--- config.mk ---
export PLATFORM = sky130hd
export DESIGN_NAME = pulp_clock_gate_ctrl
export DESIGN_NICKNAME = d
export VERILOG_FILES = /design/src/rtl/pulp_clock_gate_ctrl.sv
export SDC_FILE = /design/constraint.sdc
export NUM_CORES = 1
export LEC_CHECK = 0
export CORE_ASPECT_RATIO = 1.1
export CORE_MARGIN = 3
export CORE_UTILIZATION = 40
export CTS_BUF_LIST = sky130_fd_sc_hd__clkbuf_16
export CTS_CLUSTER_SIZE = 14
export DETAILED_ROUTE_END_ITERATION = 16
export DONT_BUFFER_PORTS = 1
export MAX_ROUTING_LAYER = met4
export SLEW_MARGIN = 0
export SYNTH_ARGS = -nofsm -noshare
export SYNTH_HDL_FRONTEND = slang
export SYNTH_SLANG_ARGS = --single-unit
--- constraint.sdc ---
create_clock -name clk_i -period 2.2 [get_ports clk_i]
set_input_delay 0.44 -clock clk_i [delete_from_list [all_inputs] [get_ports clk_i]]
set_output_delay 0.44 -clock clk_i [all_outputs]
set_load 0.01 [all_outputs]
--- src/rtl/pulp_clock_gate_ctrl.sv ---
// Enable sequencer for a pulp_clock_gating cell: idle-driven gating with drain and wake settling.
// Optional gated-cycle statistics counter enabled by defining PULP_CLK_GATE_STATS_EN.
module pulp_clock_gate_ctrl #(
  parameter int unsigned IDLE_CYCLES  = 16,
  parameter int unsigned DRAIN_CYCLES = 2,
  parameter int unsigned WAKE_CYCLES  = 4,
  parameter int unsigned CNT_W        = 16
) (
  input  logic        clk_i,
  input  logic        rst_i,
  input  logic        idle_i,
  input  logic        wake_i,
  input  logic        sw_req_i,
  input  logic        test_en_i,
`ifdef PULP_CLK_GATE_STATS_EN
  input  logic        stat_clr_i,
  output logic [31:0] gated_cycles_o,
`endif
  output logic        en_o,
  output logic        clk_ready_o,
  output logic        gated_o,
  output logic [1:0]  state_o
);

  typedef enum logic [1:0] {
    ST_RUN   = 2'd0,
    ST_DRAIN = 2'd1,
    ST_GATED = 2'd2,
    ST_WAKE  = 2'd3
  } state_e;

  localparam logic [CNT_W-1:0] IDLE_LAST  = CNT_W'(IDLE_CYCLES - 1);
  localparam logic [CNT_W-1:0] DRAIN_LAST = CNT_W'(DRAIN_CYCLES - 1);
  localparam logic [CNT_W-1:0] WAKE_LAST  = CNT_W'(WAKE_CYCLES - 1);
  localparam logic [CNT_W-1:0] CNT_ZERO   = {CNT_W{1'b0}};
  localparam logic [CNT_W-1:0] CNT_ONE    = {{(CNT_W-1){1'b0}}, 1'b1};
  localparam logic [CNT_W-1:0] CNT_MAX    = {CNT_W{1'b1}};

  state_e           state_r;
  state_e           state_nxt_s;
  logic [CNT_W-1:0] cnt_r;
  logic [CNT_W-1:0] cnt_nxt_s;
  logic             busy_s;
  logic             en_r;
  logic             ready_r;
  logic             gated_r;
  logic [1:0]       state_out_r;

  // Saturating increment: the counter holds at all-ones instead of wrapping
  function automatic logic [CNT_W-1:0] sat_inc(input logic [CNT_W-1:0] v);
    if (v == CNT_MAX) begin
      sat_inc = v;
    end else begin
      sat_inc = v + CNT_ONE;
    end
  endfunction

  // Next-state and counter logic for the RUN/DRAIN/GATED/WAKE sequence
  always_comb begin
    busy_s      = wake_i | sw_req_i | ~idle_i;
    state_nxt_s = state_r;
    cnt_nxt_s   = cnt_r;
    case (state_r)
      ST_RUN: begin
        if (busy_s) begin
          cnt_nxt_s = CNT_ZERO;
        end else if (cnt_r >= IDLE_LAST) begin
          cnt_nxt_s   = CNT_ZERO;
          state_nxt_s = ST_DRAIN;
        end else begin
          cnt_nxt_s = sat_inc(cnt_r);
        end
      end
      ST_DRAIN: begin
        // Work arriving during drain cancels gating while the clock is still running
        if (busy_s) begin
          cnt_nxt_s   = CNT_ZERO;
          state_nxt_s = ST_RUN;
        end else if (cnt_r >= DRAIN_LAST) begin
          cnt_nxt_s   = CNT_ZERO;
          state_nxt_s = ST_GATED;
        end else begin
          cnt_nxt_s = sat_inc(cnt_r);
        end
      end
      ST_GATED: begin
        cnt_nxt_s = CNT_ZERO;
        if (busy_s) begin
          state_nxt_s = ST_WAKE;
        end else begin
          state_nxt_s = ST_GATED;
        end
      end
      ST_WAKE: begin
        if (cnt_r >= WAKE_LAST) begin
          cnt_nxt_s   = CNT_ZERO;
          state_nxt_s = ST_RUN;
        end else begin
          cnt_nxt_s = sat_inc(cnt_r);
        end
      end
      default: begin
        cnt_nxt_s   = CNT_ZERO;
        state_nxt_s = ST_WAKE;
      end
    endcase
  end

  // State, counter and registered outputs decoded from the next state
  always_ff @(posedge clk_i or posedge rst_i) begin
    if (rst_i) begin
      state_r     <= ST_WAKE;
      cnt_r       <= CNT_ZERO;
      en_r        <= 1'b1;
      ready_r     <= 1'b0;
      gated_r     <= 1'b0;
      state_out_r <= 2'd3;
    end else begin
      state_r     <= state_nxt_s;
      cnt_r       <= cnt_nxt_s;
      en_r        <= (state_nxt_s != ST_GATED);
      ready_r     <= (state_nxt_s == ST_RUN);
      gated_r     <= (state_nxt_s == ST_GATED);
      state_out_r <= state_nxt_s;
    end
  end

  // Test mode only overrides the enable pin; the FSM keeps its own view
  assign en_o        = en_r | test_en_i;
  assign clk_ready_o = ready_r;
  assign gated_o     = gated_r;
  assign state_o     = state_out_r;

`ifdef PULP_CLK_GATE_STATS_EN
  logic [31:0] gated_cycles_r;

  // Saturating count of cycles spent in GATED; clear wins over increment
  always_ff @(posedge clk_i or posedge rst_i) begin
    if (rst_i) begin
      gated_cycles_r <= 32'd0;
    end else if (stat_clr_i) begin
      gated_cycles_r <= 32'd0;
    end else if ((state_r == ST_GATED) && (gated_cycles_r != 32'hFFFF_FFFF)) begin
      gated_cycles_r <= gated_cycles_r + 32'd1;
    end else begin
      gated_cycles_r <= gated_cycles_r;
    end
  end

  assign gated_cycles_o = gated_cycles_r;
`endif

endmodule
# Yosys cells after proc, flatten, opt, wreduce, memory -nomap -nowiden
# Index checks and enable logic that the tools add are counted.
[classes]
n_addsub = 1
n_mul = 0
div_mod_pow = 0
n_lt_le_gt_ge = 3
n_eq_ne = 6
shift = 0
mux = 14
bitwise_logic = 4
n_reduce_logical = 2
[op_table]
columns = ["operator", "count"]
rows = [
  ["16-bit two-way mux", 6],
  ["16-bit case mux with 4 select lines", 1],
  ["16-bit by 1-bit adder with 16-bit output, second input constant", 1],
  ["16-bit equality test, second input constant", 1],
  ["16-bit by 1-bit greater-or-equal comparator with 1-bit output, second input constant", 1],
  ["16-bit by 2-bit greater-or-equal comparator with 1-bit output, second input constant", 1],
  ["16-bit by 4-bit greater-or-equal comparator with 1-bit output, second input constant", 1],
  ["2-bit two-way mux", 5],
  ["2-bit case mux with 4 select lines", 1],
  ["2-bit equality test, second input constant", 3],
  ["2-bit zero test", 2],
  ["1-bit OR", 3],
  ["2-bit by 1-bit equality test with 1-bit output, second input constant", 1],
  ["2-bit != test, second input constant", 1],
  ["1-bit two-way mux", 1],
  ["1-bit inverter", 1],
]
[word_totals]
regBits = 21
latchBits = 0
ram_bits = 0
romBits = 0
out_inout_bits = 5
word_cells = 35
memories = 0

# Logic depth before layout (Yosys ltp)
# Gate-level depths: netlist (run 1).
[depth]
ltp_word = 5
mapped_depth = 6

# Least setup slack after synthesis (run 1)
# OpenSTA, ideal clock, no wires.
[synth_timing]
path_type = "register to register"
start = "register cnt_r[0]"
end = "register en_r"
setup_time_ns = 0.088
t_arrival_ns = 1.445
t_required_ns = 2.112
path_slack_ns = 0.667
stages_incl_launch_ff = 7
n_path_buf = 0
synth_period_minus_slack_ns = 1.533
cell_sequence = "dfrtp_1 -> inv_1 -> ha_1 -> nor4b_1 -> and3_1 -> o21a_1 -> or3_1"
[synth_via]
elab_chain_cells = 5
[synth_rtl]
columns = ["element", "line", "source"]
rows = [
  ["start: declaration", "41", "logic [CNT_W-1:0] cnt_r;"],
  ["start signal: assignment", "120", "cnt_r <= cnt_nxt_s;"],
  ["16-bit by 1-bit greater-or-equal comparator with 1-bit output / 16-bit by 4-bit greater-or-equal comparator with 1-bit output (equally long branches)", "79, 67", ""],
  ["2-bit two-way mux, on equally long branches", "79, 67", ""],
  ["2-bit two-way mux, on equally long branches", "76, 65", ""],
  ["2-bit case mux with 4 select lines (*)", "63", "case (state_r)"],
  ["2-bit != test (*)", "121", "en_r <= (state_nxt_s != ST_GATED);"],
  ["end signal: assignment", "121", ""],
  ["end: declaration", "44", "logic en_r;"],
]
# Mark *: on every way between the ends. The rest lies on a longest branch, timed or not.

# Worst setup path after layout (run 1)
[layout_timing]
start = "register cnt_r[0]"
end = "register cnt_r[3]"
[layout_via]
elab_chain_cells = 5
[layout_rtl]
columns = ["element", "line", "source"]
rows = [
  ["16-bit by 1-bit adder with 16-bit output / 16-bit equality test (equally long branches)", "54, 51", ""],
  ["16-bit two-way mux", "51", "if (v == CNT_MAX) begin"],
  ["16-bit two-way mux, on equally long branches", "79, 67", ""],
  ["16-bit two-way mux, on equally long branches", "76, 65", ""],
  ["16-bit case mux with 4 select lines (*)", "63", ""],
  ["via cnt_nxt_s[3]", "42", "logic [CNT_W-1:0] cnt_nxt_s;"],
]
# The timed path passes the listed nets; every way through them passes the cells marked *.

==> results of run 1 <==
==> Yosys cell counts (2+ instances only) <==
master   count  area, sq um
ha_1         3        37.54
nor2_1       3        11.26
nand4_1      3        18.77
xnor2_1      2        17.52
dfrtp_1     18        450.4
nand3_1      2        10.01
and3_1       3        18.77
nand2_1      3        11.26
a21oi_1      3        15.01
o21ai_1      2        10.01
nor4_1       4        25.02
inv_1        5        18.77
dfstp_2      3        78.83
or3_1        2        12.51
==> sequential cells by signal, summed over array words and instances, names as in the netlist <==
signal       count
cnt_r           16
state_o          2
en_r             1
gated_o          1
clk_ready_o      1
==> worst paths after layout <==
| check | start | end | slack [ps] |
|---|---|---|---|
| min in group clk_i | idle_i | gated_o | 420 |
| setup reg to reg | cnt_r[0] | cnt_r[3] | 430 |
| hold reg to reg | cnt_r[1] | cnt_r[1] | 600 |
| setup / recovery | cnt_r[0] | cnt_r[3] | 430 |
| hold / removal | rst_i | cnt_r[14] | 220 |
| max in group asynchronous | rst_i | cnt_r[7] | 1510 |
==> per-stage QoR <==
stage	utilization (%)	hold WS (ps)	worst slack (ps)
after floorplan	-	414.3	667.1
after global placement	46.51	507.7	448.2
after detailed placement	46.51	514.4	445.9
after CTS	50.37	246.9	438.2
after global routing	50.37	284.3	260.1
final	50.37	215.2	431.3
==> cells in the final DEF, fill, tap and decap left out, types with 2 or more instances in the layout <==
master / n
and3_1: 3
or3_1: 2
inv_1: 6
nand4_1: 3
nand2_1: 3
xnor2_1: 2
a21oi_1: 3
clkbuf_16: 3
o21ai_1: 2
conb_1: 12
dfstp_2: 3
nor4_1: 4
nor2_1: 3
ha_1: 3
dfrtp_1: 18
nand3_1: 2
==> report_power, final <==
group / internal (mW) / switching (mW)
Sequential: 0.436 / 0.0511
Combinational: 0.0284 / 0.0383
Clock: 0.241 / 0.121
==> cells by family after synthesis <==
family,share of synthesized area (%)
compound gates,8.690
xor+xnor,1.995
fa+ha+maj,4.274
buf+inv,2.706
flops,60.26
mux,1.140
other cells,0.4269
simple gates,20.51
==> per-layer routing <==
| metal | up-vias | wire (microns) | part of all wire [%] |
|---|---|---|---|
| met2 | 10 | 662 | 50 |
| met5 | - | 0 | 0 |
| met4 | 0 | 9 | 0.67 |
| met1 | 258 | 589 | 44 |
| li1 | 279 | - | - |
| met3 | 2 | 74 | 5.5 |
==> critical path, delay by kind of cell (launching register included) <==
family / cells / cell delay, ps
AOI/OAI and AO/OA: 2 / 600
DFF: 1 / 390
and+or+nand+nor: 2 / 360
adders and majority gates: 1 / 190
buffers and inverters: 1 / 80
==> cell type report <==
class                      instances  area share, %
multi-input combinational         56          35.64
tap                               28          3.406
sequential                        21          51.46
clock buffer                       3          7.299
inverter                           5          1.825
clock inverter                     1         0.3650
==> results.py, run 1 <==
metrics = {
    "outcome": {
        "status": "finished, final reports clean",
    },
    "power_and_ir_drop": {
        "p_total_mw": 0.9166,
        "irDropWorstVdd_mv": 0.3799,
        "power_density_nw_per_um2": 891.2,
        "leakagePower_nw": 0.4419,
    },
    "finish": {
        "multiInputGateArea_sq_um": 366.6,
        "regArea_sq_um": 529.3,
        "stdcell_count": 114,
        "antenna_cells": 0,
        "finalNetCount": 96,
        "fillCellCount": 194,
        "syn_to_final_growth_pct": 17.09,
        "fin_area_sq_um": 1028,
        "drive_gt1_share_pct": 11.63,
    },
    "floorplan": {
        "dieArea_sq_um": 2795,
        "coreArea_sq_um": 2042,
        "start_util_pct": 43.01,
        "ios": 11,
        "row_count": 17,
        "die_h_microns": 55.15,
        "die_w_microns": 50.68,
    },
    "grt": {
        "grt_util_met3_pct": 3.753,
        "grt_usage_pct": 11.78,
        "grtUsageMet1_pct": 12.35,
        "grt_pass1_vias": 539,
        "antenna_found_initial": 0,
        "grt_pass1_wl_microns": 2214,
        "grt_max_degree": 22,
        "gr-total-overflow": 0,
        "grtUsageMet2_pct": 18.91,
        "top_usage_layer": "met2",
    },
    "setup_path": {
        "slowest_stage": "o31ai_1",
        "cp.required_ps": 2300,
        "crit_path_max_incr_delay_ps": 490,
        "critPathCaptureType": "register",
        "crit_path_cell_trace": "inv_1 > ha_1 > nor4b_1 > and3_1 > o31ai_1 > a21oi_1",
        "cp.arrival_ps": 1870,
        "cp_max_fo": 4,
        "worstSetupPathType": "reg -> reg",
        "r2r_cells": 6,
        "start_kind": "register",
    },
    "job": {
        "cap_violations": 0,
    },
    "drt": {
        "wl_per_cell_microns": 11.72,
        "ant_nets": 0,
        "num_vias": 549,
        "wl_microns": 1336,
        "drc_errors": 0,
        "drtIter0Drc": 8,
        "vias_per_cell": 4.816,
        "dr.pass1.iters": 4,
    },
    "yosys": {
        "avgSynthCellArea_sq_um": 12.20,
        "ys_ff_latch": 21,
        "syn_area_sq_um": 878.3,
        "synth_edf_count": 0,
        "yosys_warnings": 0,
        "synthCells": 72,
        "async_flop_share_pct": 100.0,
        "synth_seq_area_share_pct": 60.26,
        "synth_ff_type": "dfrtp_1",
        "synth_cell_types": 30,
    },
    "place": {
        "dpl.cell_count": 110,
        "numPortBuffers": 0,
        "placed_area_sq_um": 949.7,
        "place_congestion": 0.6939,
        "dp.final_hpwl_microns": 1016,
    },
    "clock_tree": {
        "cts_tree": "yes",
        "clock_latency_ps": 250,
        "cts_resized": 0,
        "cts_buffers": 3,
        "cts_buffer_depth": 2,
        "cts_hold_buf": 0,
        "root_buffer": "clkbuf_16",
        "post_cts_buffers": 0,
        "cts.reportedPaths.clkPinSlew_ps": 50,
        "cts.sink_count": 21,
        "htreeDepth": 1,
    },
    "sta": {
        "slew_headroom_pct": 49.26,
        "rsz0062_at_grt": "false",
        "fin_crit_ps": 1769,
        "slew_violations": 0,
        "worst_pin_slew_ps": 760.3,
        "hold_viol_final": 0,
        "clock_skew_ps": 1.828,
        "setup_viol": 0,
        "max_freq_ghz": 0.5654,
        "setup_tns_ps": 0,
        "period_share_pct": 80.40,
    },
    "hold_path": {
        "hp-class": "in -> async",
    },
}
(Power assumes the default switching activity.)
==> run 2: changes to the inputs <==
clock period = 1.45 ns   (was 2.2 ns; I/O delays follow)
==> run 2 against run 1 <==
The flow now finishes with violations (negative setup slack). Combinational power rose to 3.1 times the previous value. Core utilization up 9.4 points. Cell count up 14%. Non-clock buffer count up 16. Setup slack worse by 520 ps. Clock skew up 0.77 ps. Critical path depth up 1. Critical path type unchanged. Critical endpoint unchanged. Largest power group unchanged.
==> results.py, run 2 (same netlist as run 1, synthesis figures left out) <==
metrics = {
    "outcome": {
        "status": "finished with violations",
        "violations": "negative setup slack",
    },
    "floorplan": {
        "row_count": 17,
        "ios": 11,
        "start_util_pct": 43.01,
        "die_h_microns": 55.15,
        "dieArea_sq_um": 2795,
        "die_w_microns": 50.68,
        "coreArea_sq_um": 2042,
    },
    "drt": {
        "wl_per_cell_microns": 12.14,
        "num_vias": 638,
        "dr.pass1.iters": 4,
        "vias_per_cell": 4.908,
        "wl_microns": 1578,
        "drtIter0Drc": 4,
        "drc_errors": 0,
        "ant_nets": 0,
    },
    "finish": {
        "fillCellCount": 189,
        "largest_reg_flops": 16,
        "final_common_cell": "dfrtp_1",
        "finalNetCount": 112,
        "regArea_sq_um": 529.3,
        "fin_area_sq_um": 1220,
        "syn_to_final_growth_pct": 38.89,
        "most-common-layout-cells": "18 x dfrtp_1, 15 x buf_4, 12 x conb_1, 4 x inv_1",
        "antenna_cells": 0,
        "multiInputGateArea_sq_um": 435.4,
        "drive_gt1_share_pct": 33.33,
        "regMostFlops": "cnt_r",
        "stdcell_count": 130,
    },
    "setup_path": {
        "r2r-end": "cnt_r[3]",
        "crit_path_cell_trace": "buf_4 > ha_4 > nand3_4 > nor4_4 > buf_4 > or3_1 > a21oi_1",
        "critPathMostFrequentCell": "buf_4",
        "start_kind": "register",
        "critPathCaptureType": "register",
        "slowest_stage": "dfrtp_1",
        "cp.arrival_ps": 1720,
        "crit_path_max_incr_delay_ps": 410,
        "r2r_slack_ps": -90,
        "rr_startpoint": "cnt_r[0]",
        "cp_max_fo": 5,
        "cp.required_ps": 1620,
        "path_delay_family": "simple AND/OR/NAND/NOR gates",
        "critical_path_buf_inv_count": 2,
        "worstSetupPathType": "reg -> reg",
        "r2r_cells": 7,
    },
    "sta": {
        "setup_tns_ps": -446.9,
        "max_freq_ghz": 0.6484,
        "slew_violations": 0,
        "fin_crit_ps": 1542,
        "clock_skew_ps": 2.598,
        "setup_viol": 9,
        "period_share_pct": 106.4,
        "rsz0062_at_grt": "true",
        "setup_ws_ps": -92.32,
        "hold_viol_final": 0,
    },
    "place": {
        "place_ws_ps": -194.5,
        "numPortBuffers": 0,
        "dp.final_hpwl_microns": 1119,
        "dpl.cell_count": 122,
        "placed_area_sq_um": 1057,
        "place_congestion": 0.8374,
    },
    "clock_tree": {
        "htreeDepth": 1,
        "clock_latency_ps": 250,
        "cts.sink_count": 21,
        "root_buffer": "clkbuf_16",
        "cts_buffer_depth": 2,
        "cts_tree": "yes",
        "cts.reportedPaths.clkPinSlew_ps": 50,
        "cts_buffers": 3,
    },
    "grt": {
        "grt_usage_pct": 12.60,
        "grt_pass1_vias": 592,
        "antenna_found_initial": 0,
        "grt_max_degree": 20,
        "grt_pass1_wl_microns": 2435,
        "gr-total-overflow": 0,
    },
    "power_and_ir_drop": {
        "power_density_nw_per_um2": 1197,
        "irDropWorstVdd_mv": 0.9390,
        "p_total_mw": 1.460,
        "leakagePower_nw": 0.5313,
    },
    "job": {
        "cap_violations": 0,
    },
    "hold_path": {
        "hp-start": "sw_req_i",
        "hold_end": "clk_ready_o",
        "whs_path_depth": 2,
        "hp-class": "in -> reg",
    },
}
run 2: cell types whose count changed in the layout (fill, tap and decap cells not counted), moves of 2 or more:
cell,delta
inv_1,-2
inv_2,+2
ha_1,-2
buf_4,+15
run 2: metrics by stage:
step	utilization [%]	hold WS [ps]
finish	59.74	256.4
detailed placement	51.78	44.45
CTS	58.82	238.9
floorplan	-	264.3
global placement	51.78	41.79
global route	59.74	277.1
run 2: metal layers:
metal | share of wire [%] | GRT usage (%)
met1 | 40 | 12.95
met2 | 56 | 22.61
met3 | 1.6 | 2.413
met4 | 2.2 | 8.072
met5 | 0 | -
run 2: worst max-delay path by stage:
stage / depth (start not counted) / slack [ps] / startpoint / end
after floorplan: 6 / -30 / cnt_r[1] / en_r
after global placement: 6 / -120 / cnt_r[1] / cnt_r[1]
after detailed placement: 6 / -190 / cnt_r[1] / cnt_r[0]
after CTS: 6 / -80 / cnt_r[1] / en_r
after global routing: 6 / -170 / cnt_r[0] / state_o[0]
final: 7 / -90 / cnt_r[0] / cnt_r[3]
run 2: timing repair:
item / 4_1_cts / 5_1_grt
hold endpoints to repair: 2 / 0
pin swaps: 2 / 0
resized for setup: 8 / 2
hold buffers: 1 / 0
setup endpoints to repair: 7 / 9
buffers inserted: 3 / 1
run 2: area by class of cell:
| type | count | area share, % |
|---|---|---|
| clock buffers | 3 | 6.154 |
| clock inverters | 1 | 0.3077 |
| inverters | 5 | 1.538 |
| multi-input cells | 56 | 35.69 |
| flip-flops and latches | 21 | 43.38 |
| well taps | 28 | 2.872 |
| repair buffers | 16 | 10.05 |
run 2: power breakdown:
part / total (mW) / switching [mW] / internal [mW]
logic: 0.206 / 0.111 / 0.0944
clock network: 0.549 / 0.182 / 0.366
registers: 0.706 / 0.0453 / 0.660
total: 1.46 / 0.339 / 1.12
==> run 3: changes to the inputs <==
PLACE_DENSITY = 0.58   (was not set)
==> run 3 against run 2 <==
The flow still finishes with violations (negative setup slack). Register-to-register slack worse by 30 ps. Wire length down 4.1%. Via count down 3.8%.
==> results.py, run 3 (same netlist as run 1, synthesis figures left out) <==
metrics = {
    "sta": {
        "hold_viol_final": 0,
        "fin_crit_ps": 1570,
        "max_freq_ghz": 0.6371,
        "rsz0062_at_grt": "true",
        "slew_violations": 0,
        "period_share_pct": 108.2,
        "setup_ws_ps": -119.5,
        "clock_skew_ps": 0.7556,
        "setup_viol": 7,
    },
    "floorplan": {
        "dieArea_sq_um": 2795,
        "ios": 11,
        "die_h_microns": 55.15,
        "row_count": 17,
        "start_util_pct": 43.01,
        "die_w_microns": 50.68,
        "coreArea_sq_um": 2042,
    },
    "clock_tree": {
        "htreeDepth": 1,
        "root_buffer": "clkbuf_16",
        "cts_buffer_depth": 2,
        "clock_latency_ps": 250,
        "cts.reportedPaths.clkPinSlew_ps": 50,
        "cts.sink_count": 21,
        "cts_buffers": 3,
        "cts_tree": "yes",
    },
    "drt": {
        "ant_nets": 0,
        "wl_microns": 1513,
        "vias_per_cell": 4.652,
        "num_vias": 614,
        "dr.pass1.iters": 3,
        "drtIter0Drc": 9,
        "drc_errors": 0,
        "wl_per_cell_microns": 11.46,
    },
    "hold_path": {
        "hp-class": "in -> reg",
    },
    "grt": {
        "grt_max_degree": 22,
        "antenna_found_initial": 0,
        "grt_pass1_vias": 560,
        "gr-total-overflow": 0,
        "grt_pass1_wl_microns": 2290,
        "grt_usage_pct": 11.63,
    },
    "place": {
        "place_congestion": 0.7926,
        "numPortBuffers": 0,
        "placed_area_sq_um": 1050,
        "place_ws_ps": -151.1,
        "dp.final_hpwl_microns": 1044,
    },
    "finish": {
        "regMostFlops": "cnt_r",
        "syn_to_final_growth_pct": 40.31,
        "fillCellCount": 166,
        "most-common-layout-cells": "16 x dfrtp_1, 16 x buf_4, 12 x conb_1, 4 x inv_1, 4 x nor4_1",
        "antenna_cells": 0,
        "finalNetCount": 114,
        "regArea_sq_um": 531.8,
        "fin_area_sq_um": 1232,
        "multiInputGateArea_sq_um": 426.7,
        "largest_reg_flops": 16,
        "drive_gt1_share_pct": 37.50,
    },
    "setup_path": {
        "cp_max_fo": 4,
        "crit_path_max_incr_delay_ps": 410,
        "slowest_stage": "dfrtp_2",
        "critPathCaptureType": "register",
        "cp.arrival_ps": 1740,
        "cp.required_ps": 1620,
        "worstSetupPathType": "reg -> reg",
        "start_kind": "register",
        "crit_path_cell_trace": "inv_2 > ha_2 > nor4b_4 > and3_4 > o21a_1 > or3_4",
    },
    "power_and_ir_drop": {
        "irDropWorstVdd_mv": 0.9710,
        "power_density_nw_per_um2": 1178,
        "leakagePower_nw": 0.5345,
    },
    "job": {
        "cap_violations": 0,
    },
    "outcome": {
        "status": "finished with violations",
        "violations": "negative setup slack",
    },
}
==> run 3: worst paths after layout <==
check,from,to,slack [ps],cells past startpoint
min in group asynchronous,rst_i,cnt_r[1],510,3
hold / removal,sw_req_i,clk_ready_o,240,2
hold reg to reg,state_o[0],state_o[1],560,1
setup / recovery,cnt_r[1],en_r,-120,6
setup reg to reg,cnt_r[1],en_r,-120,6
max in group asynchronous,rst_i,state_o[1],670,3
==> run 3: area by class of cell <==
cell class	count	area share [%]
multi-input combinational	56	34.62
clock inverter	1	0.3046
tap	28	2.843
sequential	21	43.15
timing repair buffer	18	11.47
inverter	5	1.523
clock buffer	3	6.091
==> run 3: critical path, delay by kind of cell, from the launching register on <==
family / cells / cell delay [ps]
fa+ha+maj: 1 / 170
buf+inv: 1 / 60
compound gates: 1 / 190
flops: 1 / 410
simple gates: 3 / 660
==> run 3: per-layer routing <==
layer	up-vias	global-route usage [%]	wire [microns]
met5	-	-	0
met4	0	6.726	14
met3	2	2.413	27
met2	4	18.91	790
met1	295	13.65	681
li1	313	-	-
==> run 3: metrics by stage <==
step	total power, mW	hold WS (ps)	setup TNS [ps]	instances	util [%]
6_report	1.452	239.1	-566.0	132	60.36
5_1_grt	1.523	260.1	-1327	132	60.36
4_1_cts	1.455	234.4	-402.4	129	57.41
3_5_place_dp	0.8941	230.9	-811.6	121	51.41
3_3_place_gp	0.8943	222.5	-762.7	121	51.41
2_1_floorplan	0.8170	264.3	-58.23	83	-
==> run 3: where the power goes <==
group	internal, mW	switching [mW]
Clock	0.366	0.184
Combinational	0.0942	0.102
Sequential	0.660	0.0464
==> run 3: repair_timing <==
action,CTS,global route
setup buffers,3,3
setup endpoints to repair,7,10
gates resized for setup,4,9
hold buffers,1,0
pin swaps,2,4
hold endpoints to repair,18,0
